==> config.mk <==
export PLATFORM = sky130hd
export DESIGN_NAME = inst_fetcher
export DESIGN_NICKNAME = d
export VERILOG_FILES = /design/src/rtl/inst_fetcher_pkg.sv /design/src/rtl/inst_fetcher_branch_predictor.sv /design/src/rtl/inst_fetcher.sv
export SDC_FILE = /design/constraint.sdc
export NUM_CORES = 1
export LEC_CHECK = 0
export CAP_MARGIN = 0
export CORE_AREA = 2 2 154 193
export DETAILED_ROUTE_END_ITERATION = 12
export DIE_AREA = 0 0 156 195
export MAX_ROUTING_LAYER = met4
export PLACE_DENSITY = 0.81
export SLEW_MARGIN = 25
export SYNTH_ARGS = -nofsm -noshare
export SYNTH_HDL_FRONTEND = slang
export SYNTH_SLANG_ARGS = --single-unit
==> constraint.sdc <==
create_clock -name clk -period 11.6 [get_ports clk]
set_clock_uncertainty 0.15 [all_clocks]
set_input_delay 1.16 -clock clk [delete_from_list [all_inputs] [get_ports clk]]
set_output_delay 1.16 -clock clk [all_outputs]
set_load 0.02 [all_outputs]
==> src/rtl/inst_fetcher_pkg.sv <==
// Shared constants and types for the instruction fetcher: widths, RV32I control-flow opcodes and
// fetch FSM state encodings.
package inst_fetcher_pkg;

  localparam int unsigned ADDR_WIDTH = 32;
  localparam int unsigned INST_WIDTH = 32;
  localparam int unsigned BHT_IDX_W  = 6;

  localparam logic [6:0] OP_BRANCH = 7'b1100011;
  localparam logic [6:0] OP_JAL    = 7'b1101111;
  localparam logic [6:0] OP_JALR   = 7'b1100111;

  typedef enum logic [1:0] {
    StFetch,
    StHold,
    StWaitJr,
    StDiscard
  } fetch_state_e;

endpackage

==> src/rtl/inst_fetcher_branch_predictor.sv <==
// Branch history table of 2-bit saturating counters: combinational read, synchronous update.
// A read of the entry being updated in the same cycle sees the old counter.
module inst_fetcher_branch_predictor #(
  parameter int unsigned ADDR_WIDTH = inst_fetcher_pkg::ADDR_WIDTH,
  parameter int unsigned BHT_IDX_W  = inst_fetcher_pkg::BHT_IDX_W
) (
  input  logic                  clk_i,
  input  logic                  rst_i,
  input  logic                  rdy_i,
  input  logic [ADDR_WIDTH-1:0] rd_pc_i,
  output logic                  rd_taken_o,
  input  logic                  upd_en_i,
  input  logic [ADDR_WIDTH-1:0] upd_pc_i,
  input  logic                  upd_taken_i
);

  localparam int unsigned NumEntries = 1 << BHT_IDX_W;

  logic [1:0]           bht_q [NumEntries];
  logic [1:0]           bht_d [NumEntries];
  logic [BHT_IDX_W-1:0] rd_idx;
  logic [BHT_IDX_W-1:0] upd_idx;
  logic [1:0]           upd_cnt;

  assign rd_idx     = rd_pc_i[BHT_IDX_W+1:2];
  assign upd_idx    = upd_pc_i[BHT_IDX_W+1:2];
  assign upd_cnt    = bht_q[upd_idx];
  assign rd_taken_o = bht_q[rd_idx][1];

  // Word-aligned PCs: low bits and high tag bits do not select an entry.
  logic unused_pc_bits;
  assign unused_pc_bits = ^{rd_pc_i[1:0], rd_pc_i[ADDR_WIDTH-1:BHT_IDX_W+2],
                            upd_pc_i[1:0], upd_pc_i[ADDR_WIDTH-1:BHT_IDX_W+2]};

  always_comb begin
    bht_d = bht_q;
    if (rdy_i && upd_en_i) begin
      if (upd_taken_i) begin
        bht_d[upd_idx] = (upd_cnt == 2'b11) ? upd_cnt : upd_cnt + 2'b01;
      end else begin
        bht_d[upd_idx] = (upd_cnt == 2'b00) ? upd_cnt : upd_cnt - 2'b01;
      end
    end
  end

  always_ff @(posedge clk_i or posedge rst_i) begin
    if (rst_i) begin
      for (int i = 0; i < NumEntries; i++) begin
        bht_q[i] <= 2'b01;
      end
    end else begin
      bht_q <= bht_d;
    end
  end

endmodule

==> src/rtl/inst_fetcher.sv <==
// Instruction fetcher: owns the PC, issues one fetch request at a time, redirects on JAL and
// predicted-taken branches, parks after JALR, and drops in-flight fetches on ROB flush.
module inst_fetcher #(
  parameter int unsigned ADDR_WIDTH = inst_fetcher_pkg::ADDR_WIDTH,
  parameter int unsigned INST_WIDTH = inst_fetcher_pkg::INST_WIDTH,
  parameter int unsigned BHT_IDX_W  = inst_fetcher_pkg::BHT_IDX_W
) (
  input  logic                  clk,
  input  logic                  rst_in,
  input  logic                  rdy_in,
  output logic                  if2ctrl_en,
  output logic [ADDR_WIDTH-1:0] next_PC,
  input  logic                  inst_rdy,
  input  logic [INST_WIDTH-1:0] inst_out,
  input  logic                  stall,
  input  logic                  flush,
  input  logic [ADDR_WIDTH-1:0] flush_PC,
  input  logic                  bp_upd_en,
  input  logic [ADDR_WIDTH-1:0] bp_upd_PC,
  input  logic                  bp_taken,
  output logic                  fetch_valid,
  output logic [INST_WIDTH-1:0] fetch_inst,
  output logic [ADDR_WIDTH-1:0] fetch_PC,
  output logic                  fetch_pred
);

  import inst_fetcher_pkg::*;

  function automatic logic [ADDR_WIDTH-1:0] imm_b(input logic [INST_WIDTH-1:0] inst);
    logic [12:0] raw;
    raw = {inst[31], inst[7], inst[30:25], inst[11:8], 1'b0};
    return {{(ADDR_WIDTH-13){raw[12]}}, raw};
  endfunction

  function automatic logic [ADDR_WIDTH-1:0] imm_j(input logic [INST_WIDTH-1:0] inst);
    logic [20:0] raw;
    raw = {inst[31], inst[19:12], inst[20], inst[30:21], 1'b0};
    return {{(ADDR_WIDTH-21){raw[20]}}, raw};
  endfunction

  fetch_state_e          state_q, state_d;
  logic [ADDR_WIDTH-1:0] pc_q, pc_d;
  logic                  req_q, req_d;
  logic [ADDR_WIDTH-1:0] next_pc_q, next_pc_d;
  logic                  fv_q, fv_d;
  logic [INST_WIDTH-1:0] finst_q, finst_d;
  logic [ADDR_WIDTH-1:0] fpc_q, fpc_d;
  logic                  fpred_q, fpred_d;

  logic [6:0]            opcode;
  logic                  bht_taken;
  logic                  pred;

  assign opcode = inst_out[6:0];
  assign pred   = (opcode == OP_BRANCH) && bht_taken;

  inst_fetcher_branch_predictor #(
    .ADDR_WIDTH (ADDR_WIDTH),
    .BHT_IDX_W  (BHT_IDX_W)
  ) u_bp (
    .clk_i       (clk),
    .rst_i       (rst_in),
    .rdy_i       (rdy_in),
    .rd_pc_i     (pc_q),
    .rd_taken_o  (bht_taken),
    .upd_en_i    (bp_upd_en),
    .upd_pc_i    (bp_upd_PC),
    .upd_taken_i (bp_taken)
  );

  always_comb begin
    state_d   = state_q;
    pc_d      = pc_q;
    req_d     = req_q;
    next_pc_d = next_pc_q;
    fv_d      = 1'b0;
    finst_d   = finst_q;
    fpc_d     = fpc_q;
    fpred_d   = fpred_q;

    if (flush) begin
      pc_d    = flush_PC;
      finst_d = '0;
      fpc_d   = '0;
      fpred_d = 1'b0;
      if (state_q == StDiscard) begin
        if (inst_rdy) begin
          state_d = StFetch;
          req_d   = 1'b0;
        end
      end else if (req_q && !inst_rdy) begin
        // Request to the controller cannot be withdrawn; hold it and drop its answer.
        state_d = StDiscard;
      end else begin
        state_d = StFetch;
        req_d   = 1'b0;
      end
    end else begin
      unique case (state_q)
        StFetch: begin
          if (req_q) begin
            if (inst_rdy) begin
              req_d   = 1'b0;
              finst_d = inst_out;
              fpc_d   = pc_q;
              fpred_d = pred;
              fv_d    = !stall;
              if (pred) begin
                pc_d = pc_q + imm_b(inst_out);
              end else if (opcode == OP_JAL) begin
                pc_d = pc_q + imm_j(inst_out);
              end else begin
                pc_d = pc_q + ADDR_WIDTH'(4);
              end
              if (stall) begin
                state_d = StHold;
              end else if (opcode == OP_JALR) begin
                state_d = StWaitJr;
              end
            end
          end else if (!stall) begin
            req_d     = 1'b1;
            next_pc_d = pc_q;
          end
        end
        StHold: begin
          if (!stall) begin
            fv_d    = 1'b1;
            state_d = (finst_q[6:0] == OP_JALR) ? StWaitJr : StFetch;
          end
        end
        StWaitJr: begin
          state_d = StWaitJr;
        end
        StDiscard: begin
          if (inst_rdy) begin
            req_d   = 1'b0;
            state_d = StFetch;
          end
        end
        default: state_d = StFetch;
      endcase
    end
  end

  always_ff @(posedge clk or posedge rst_in) begin
    if (rst_in) begin
      state_q   <= StFetch;
      pc_q      <= '0;
      req_q     <= 1'b0;
      next_pc_q <= '0;
      fv_q      <= 1'b0;
      finst_q   <= '0;
      fpc_q     <= '0;
      fpred_q   <= 1'b0;
    end else if (rdy_in) begin
      state_q   <= state_d;
      pc_q      <= pc_d;
      req_q     <= req_d;
      next_pc_q <= next_pc_d;
      fv_q      <= fv_d;
      finst_q   <= finst_d;
      fpc_q     <= fpc_d;
      fpred_q   <= fpred_d;
    end
  end

  assign if2ctrl_en  = req_q;
  assign next_PC     = next_pc_q;
  assign fetch_valid = fv_q;
  assign fetch_inst  = finst_q;
  assign fetch_PC    = fpc_q;
  assign fetch_pred  = fpred_q;

endmodule

# Word-level counts from Yosys, hierarchy flattened
# Index checks and enable logic that the tools add are counted.
word_totals:
  register_bits: 261
  latch_bits: 0
  ramBits: 0
  mem_bits_ro: 0
  inputBits: 104
  output_inout_bits: 99
  wordCells: 168
  mem_count: 0
op_classes:
  addsub: 5
  n_mul: 0
  div_mod_pow: 0
  magnitude_cmp: 3
  eq_ne: 13
  shift: 0
  mux: 54
  n_bitwise: 5
  reduce_logical: 16
op_table:
  columns: ["operator", "count"]
  rows:
  - ["$mux 32", 14]
  - ["$bwmux 128", 2]
  - ["$mux 128", 1]
  - ["$add 32x32->32", 2]
  - ["$mux 2", 17]
  - ["$add 32x3->32 const B", 1]
  - ["$eq 7x7->1 const B", 4]
  - ["$bmux 2 s6", 2]
  - ["$ge 7x7->1 const B", 2]
  - ["$mux 1", 14]
  - ["$not 6->7", 2]
  - ["$demux 2 s6", 1]
  - ["$ne 3x3->1 const B", 4]
  - ["$reduce_and 5->1", 2]
  - ["$pmux 2 s4", 1]
  - ["$lt 7x1->1 const B", 1]
  - ["$eq 2x2->1 const B", 3]
  - ["$reduce_bool 2->1", 3]
  - ["$logic_and 1x1->1", 4]
  - ["$logic_not 2->1", 2]
  - ["$ne 4x4->1 const B", 1]
  - ["$pmux 1 s2", 2]
  - ["$reduce_and 4->1", 1]
  - ["$not 1->1", 3]
  - ["other kinds (6)", 7]

# Depth between registers and ports, before layout
logic_depth:
  depth_word: 10
  ltp_mapped: 14
  depth_no_buf: 13

# Modules after synthesis
# A second synthesis with hierarchy kept.
unflattened:
  hier_cells: 1718
  area_unflattened_um2: 15934.0
modules_own_cells:
  columns: ["mod", "instances", "cells_per_inst", "area_each_um2", "seq_area_each_um2"]
  rows:
  - ["inst_fetcher", 1, 1101, 9112.5, 3328.2]
  - ["inst_fetcher_branch_predictor", 1, 617, 6821.5, 3283.1]

# Least setup slack after synthesis
# Ideal clock, no wire load.
synth_path:
  path_type: "input -> register"
  startpoint: "input port inst_out[27]"
  endpoint: "register pc_q[26]"
  setup_time_ps: 126
  arrival_time_ps: 3599
  required_ps: 11324
  setup_slack_ps: 7725
  cell_stages: 12
  n_path_buf: 1
  cell_sequence: "ha_1 buf_2 a211o_1 a21oi_2 a2bb2oi_1 o31ai_1 or3_1 a31o_2 o21ba_1 nor3_1 a2111oi_0 o32a_1"
synth_between:
  elab_chain_len: 7
  elab_cells_between_ends: 8
  cone_classes: "add/sub: 2; mux: 6"
synth_rtl:
  columns: ["element", "line", "source"]
  rows:
  - ["from (decl)", "inst_fetcher.sv:14", "input logic [INST_WIDTH-1:0] inst_out,"]
  - ["$add 32x32->32", "inst_fetcher.sv:111", "pc_d = pc_q + imm_j(inst_out);"]
  - ["$mux 32", "inst_fetcher.sv:110", "end else if (opcode == OP_JAL) begin"]
  - ["$mux 32 *", "inst_fetcher.sv:108", "if (pred) begin"]
  - ["$mux 32 *", "inst_fetcher.sv:102", "if (inst_rdy) begin"]
  - ["$mux 32 *", "inst_fetcher.sv:101", "if (req_q) begin"]
  - ["$mux 32 *", "inst_fetcher.sv:99", "unique case (state_q)"]
  - ["$mux 32 *", "inst_fetcher.sv:81", "if (flush) begin"]
  - ["to (signal assigned)", "inst_fetcher.sv:158", "pc_q <= pc_d;"]
  - ["to (decl)", "inst_fetcher.sv:42", "logic [ADDR_WIDTH-1:0] pc_q, pc_d;"]
# Every way passes the cells marked *; elsewhere a longest branch is shown, timed or not. The select of a mux whose other input is x is not followed.
# A chain may end at the register's enable or synchronous reset.

# Worst setup path after layout
# Ends and elaborated chain as after synthesis.

==> results_dict.tcl <==
set metrics [dict create \
    ys_seq_elements 261 \
    routability_driven_placement_congestion_ratio 0.999 \
    min-delay-path-class "register to register" \
    power.density_mw_per_mm2 169 \
    globalRouteOverflowTotal 0 \
    drive_gt1_share_pct 19.2 \
    final.min_clock_period_ns 4.72 \
    tritoncts.num_buffers 27 \
    fp.dieH_um 195 \
    yosys.area.top_type "dfrtp_1" \
    timing.critical_path.required_ns 11.89 \
    cts_hold_buf 0 \
    cts.sinks 261 \
    final_hold_viol_count 0 \
    register_area_share_after_synthesis_pct 41.0 \
    avgRoutedWirePerCell_um 22.6 \
    floorplan.initialDensity_pct 56.7 \
    std_cell_rows 69 \
    timing.final.max_slew_violations 0 \
    yosys_most_used_dff "dfrtp_1" \
    antenna-diode-count 0 \
    rsz_0062_raised_after_global_routing "false" \
    number_of_design_rule_violations_left_after_detail_routing 0 \
    timing.max_slew.rel_slack_pct 29.6 \
    postLayoutCoreUtil_pct 66.4 \
    tns_ns 0 \
    max_slew.worst_pin.slew_ns 1.05 \
    die_width_um 156 \
    clock_latency_ns 0.56 \
    die-area_mm2 0.0304 \
    design.final.nets 1940 \
    fin_hold_ws_ns 0.313 \
    worst_setup_path_start_kind "input pin" \
    mappedNetlistArea_mm2 0.0161 \
    drt_iter0_drc 948 \
    setup_fix_bufs_post_cts 0 \
    filler_cell_count 2183 \
    antenna_found_initial 0 \
    leakage_nw 8.13 \
    place.port_buffers 176 \
    clock_path_buffers 3 \
    drtAntennaViolNets 0 \
    core_area_mm2 0.0284 \
    worst_ir_drop_on_vdd_uv 123 \
    io_pins 203 \
    grt.total_usage_pct 32.8 \
    maxCapViolations 0 \
    clk_pin_slew_ns 0.07 \
    flow.area_growth_from_synthesis_pct 17.1 \
    layoutNonFillerInstCount 2166 \
    yosys_top_cell_area_share_pct 30.6 \
    via_per_inst 6.37 \
    placedCellCount 2115 \
    h-tree-depth 1 \
    hpwl_mm 34.3 \
    worst_path_maximum_fanout 10 \
    layout_worst_path_cycle_share_pct 40.7 \
    tritoncts "yes" \
    syn_area_per_cell_um2 9.63 \
    worst_setup_ep_type "register" \
    critical_path_arrival_ns 5.01 \
    outcome "finished clean" \
    count_of_flip_flops_with_a_built_in_enable_after_synthesis 0 \
    setup_violations 0 \
    post_synth_inst_count 1674 \
    detailroute.via_count 13800 \
    global_route_wire_length_before_repair_mm 76.0 \
    yosys-top-cells-area "dfrtp_1 (31%), mux2_2 (11%), dfstp_2 (10%), nand2_1 (5.2%), nor2_1 (3.6%)" \
    postCtsResizedCells 0 \
    grt_max_degree 119 \
    clock_tree_root_driver_cell "clkbuf_16" \
    drtPass1Iterations 5 \
    ys_types 83 \
    timing.fmax_mhz 212 \
    timing.setup.critical_path_class "input pin to register" \
    syn_nets 1824 \
    grt_pass1_vias 13700 \
    async_reset_ff_share_pct 100 \
    synth-warning-count 0 \
    drt_wl_total_mm 49.0 \
]
[per-stage QoR]
stage	setup WS, ns	instance area (µm²)	power, W
floorplan	3.21	16100	0.00190
global placement	6.37	17900	0.00229
detailed placement	6.37	17900	0.00231
CTS	6.94	18800	0.00318
global route	6.72	18900	0.00334
finish	6.88	18900	0.00319
[placed cells by master, fill, tap and decap left out, drive strengths merged, types with 10 or more instances in the layout]
| cell type | Yosys | final |
|---|---|---|
| xnor2 | 30 | 30 |
| o31ai | 23 | 23 |
| and3 | 16 | 16 |
| and2 | 11 | 11 |
| o21ai | 83 | 83 |
| nor2b | 11 | 11 |
| o211ai | 10 | 10 |
| dfrtp | 197 | 197 |
| o22ai | 11 | 11 |
| clkdlybuf4s50 | 0 | 174 |
| a211oi | 27 | 27 |
| nand2 | 226 | 226 |
| mux2 | 170 | 170 |
| xor2 | 31 | 31 |
| nand3 | 97 | 97 |
| mux2i | 27 | 27 |
| nor3 | 20 | 20 |
| ha | 44 | 44 |
| inv | 25 | 27 |
| dfstp | 64 | 64 |
| clkbuf | 71 | 42 |
| nand2b | 14 | 14 |
| a22oi | 13 | 13 |
| nor2 | 155 | 155 |
| a31oi | 11 | 11 |
| a21o | 15 | 15 |
| mux4 | 25 | 25 |
| a21oi | 100 | 100 |
| buf | 37 | 21 |
| a221oi | 10 | 10 |
[sequential cells by signal (all words and copies together), names as in the netlist]
name         count
u_bp.bht_q     128
fetch_valid      1
fetch_inst      32
pc_q            32
next_PC         32
fetch_PC        32
if2ctrl_en       1
fetch_pred       1
state_q          2
[logic make-up (layout without fill, tap and decap cells)]
family | after synthesis | after routing | share of synthesized area [%]
fa+ha+maj | 47 | 47 | 3.75
simple gates | 589 | 589 | 16.3
buf+inv | 134 | 271 | 3.93
compound gates | 360 | 360 | 14.4
mux | 222 | 222 | 17.2
flops | 261 | 261 | 41.0
xor+xnor | 61 | 61 | 3.32
[final cells by class]
cell class / count / area [µm²] / area share [%]
multi-input cells: 1279 / 8910 / 47.2
flip-flops and latches: 261 / 6610 / 35.0
clock buffers: 42 / 802 / 4.25
repair buffers: 195 / 1910 / 10.1
well taps: 355 / 444 / 2.35
inverters: 26 / 105 / 0.557
clock inverters: 8 / 78.8 / 0.418
[critical path: stages]
cell	delay, ns
clkdlybuf4s50_1	0.54
ha_1	0.48
a211o_1	0.37
a21oi_2	0.19
a211o_1	0.22
a31oi_1	0.13
a31oi_1	0.64
o21ai_0	0.42
a21oi_1	0.26
xor2_1	0.16
nor3_1	0.06
o32a_1	0.36
[path summary, 6_finish.rpt]
kind / from / to / slack (ns) / depth (start not counted)
max: inst_out[27] / pc_q[26] / 6.88 / 12
min: fetch_inst[15] / fetch_inst[15] / 0.31 / 2
max reg2reg: pc_q[7] / pc_q[26] / 7.38 / 11
min reg2reg: fetch_inst[15] / fetch_inst[15] / 0.31 / 2
max in group asynchronous: rst_in / fetch_inst[2] / 8.87 / 3
min in group asynchronous: rst_in / next_PC[9] / 1.00 / 2
[where the power goes]
group	internal [W]	switching [W]	leakage [nW]
combinational	0.000486	0.000627	4.46
clock	0.000498	0.000373	0.432
sequential	0.00107	0.000139	3.24
total	0.00205	0.00114	8.13
[synthesized netlist by cell type, types with 30 or more instances]
cell / instances
nor2_1: 155
dfrtp_1: 197
a21oi_1: 98
nand2_1: 224
nand3_1: 97
dfstp_2: 64
mux2_2: 162
ha_1: 44
xnor2_1: 30
xor2_1: 31
clkbuf_1: 70
o21ai_0: 75
[routing by layer]
metal  vias up  routed length, µm  track usage, %
li1       6260                  -               -
met1      6730              18100            37.8
met2       606              24500            55.3
met3       192               3230            3.91
met4         0               3280            18.6
met5         -                  0               -
Power figures use the tool's default switching activity.
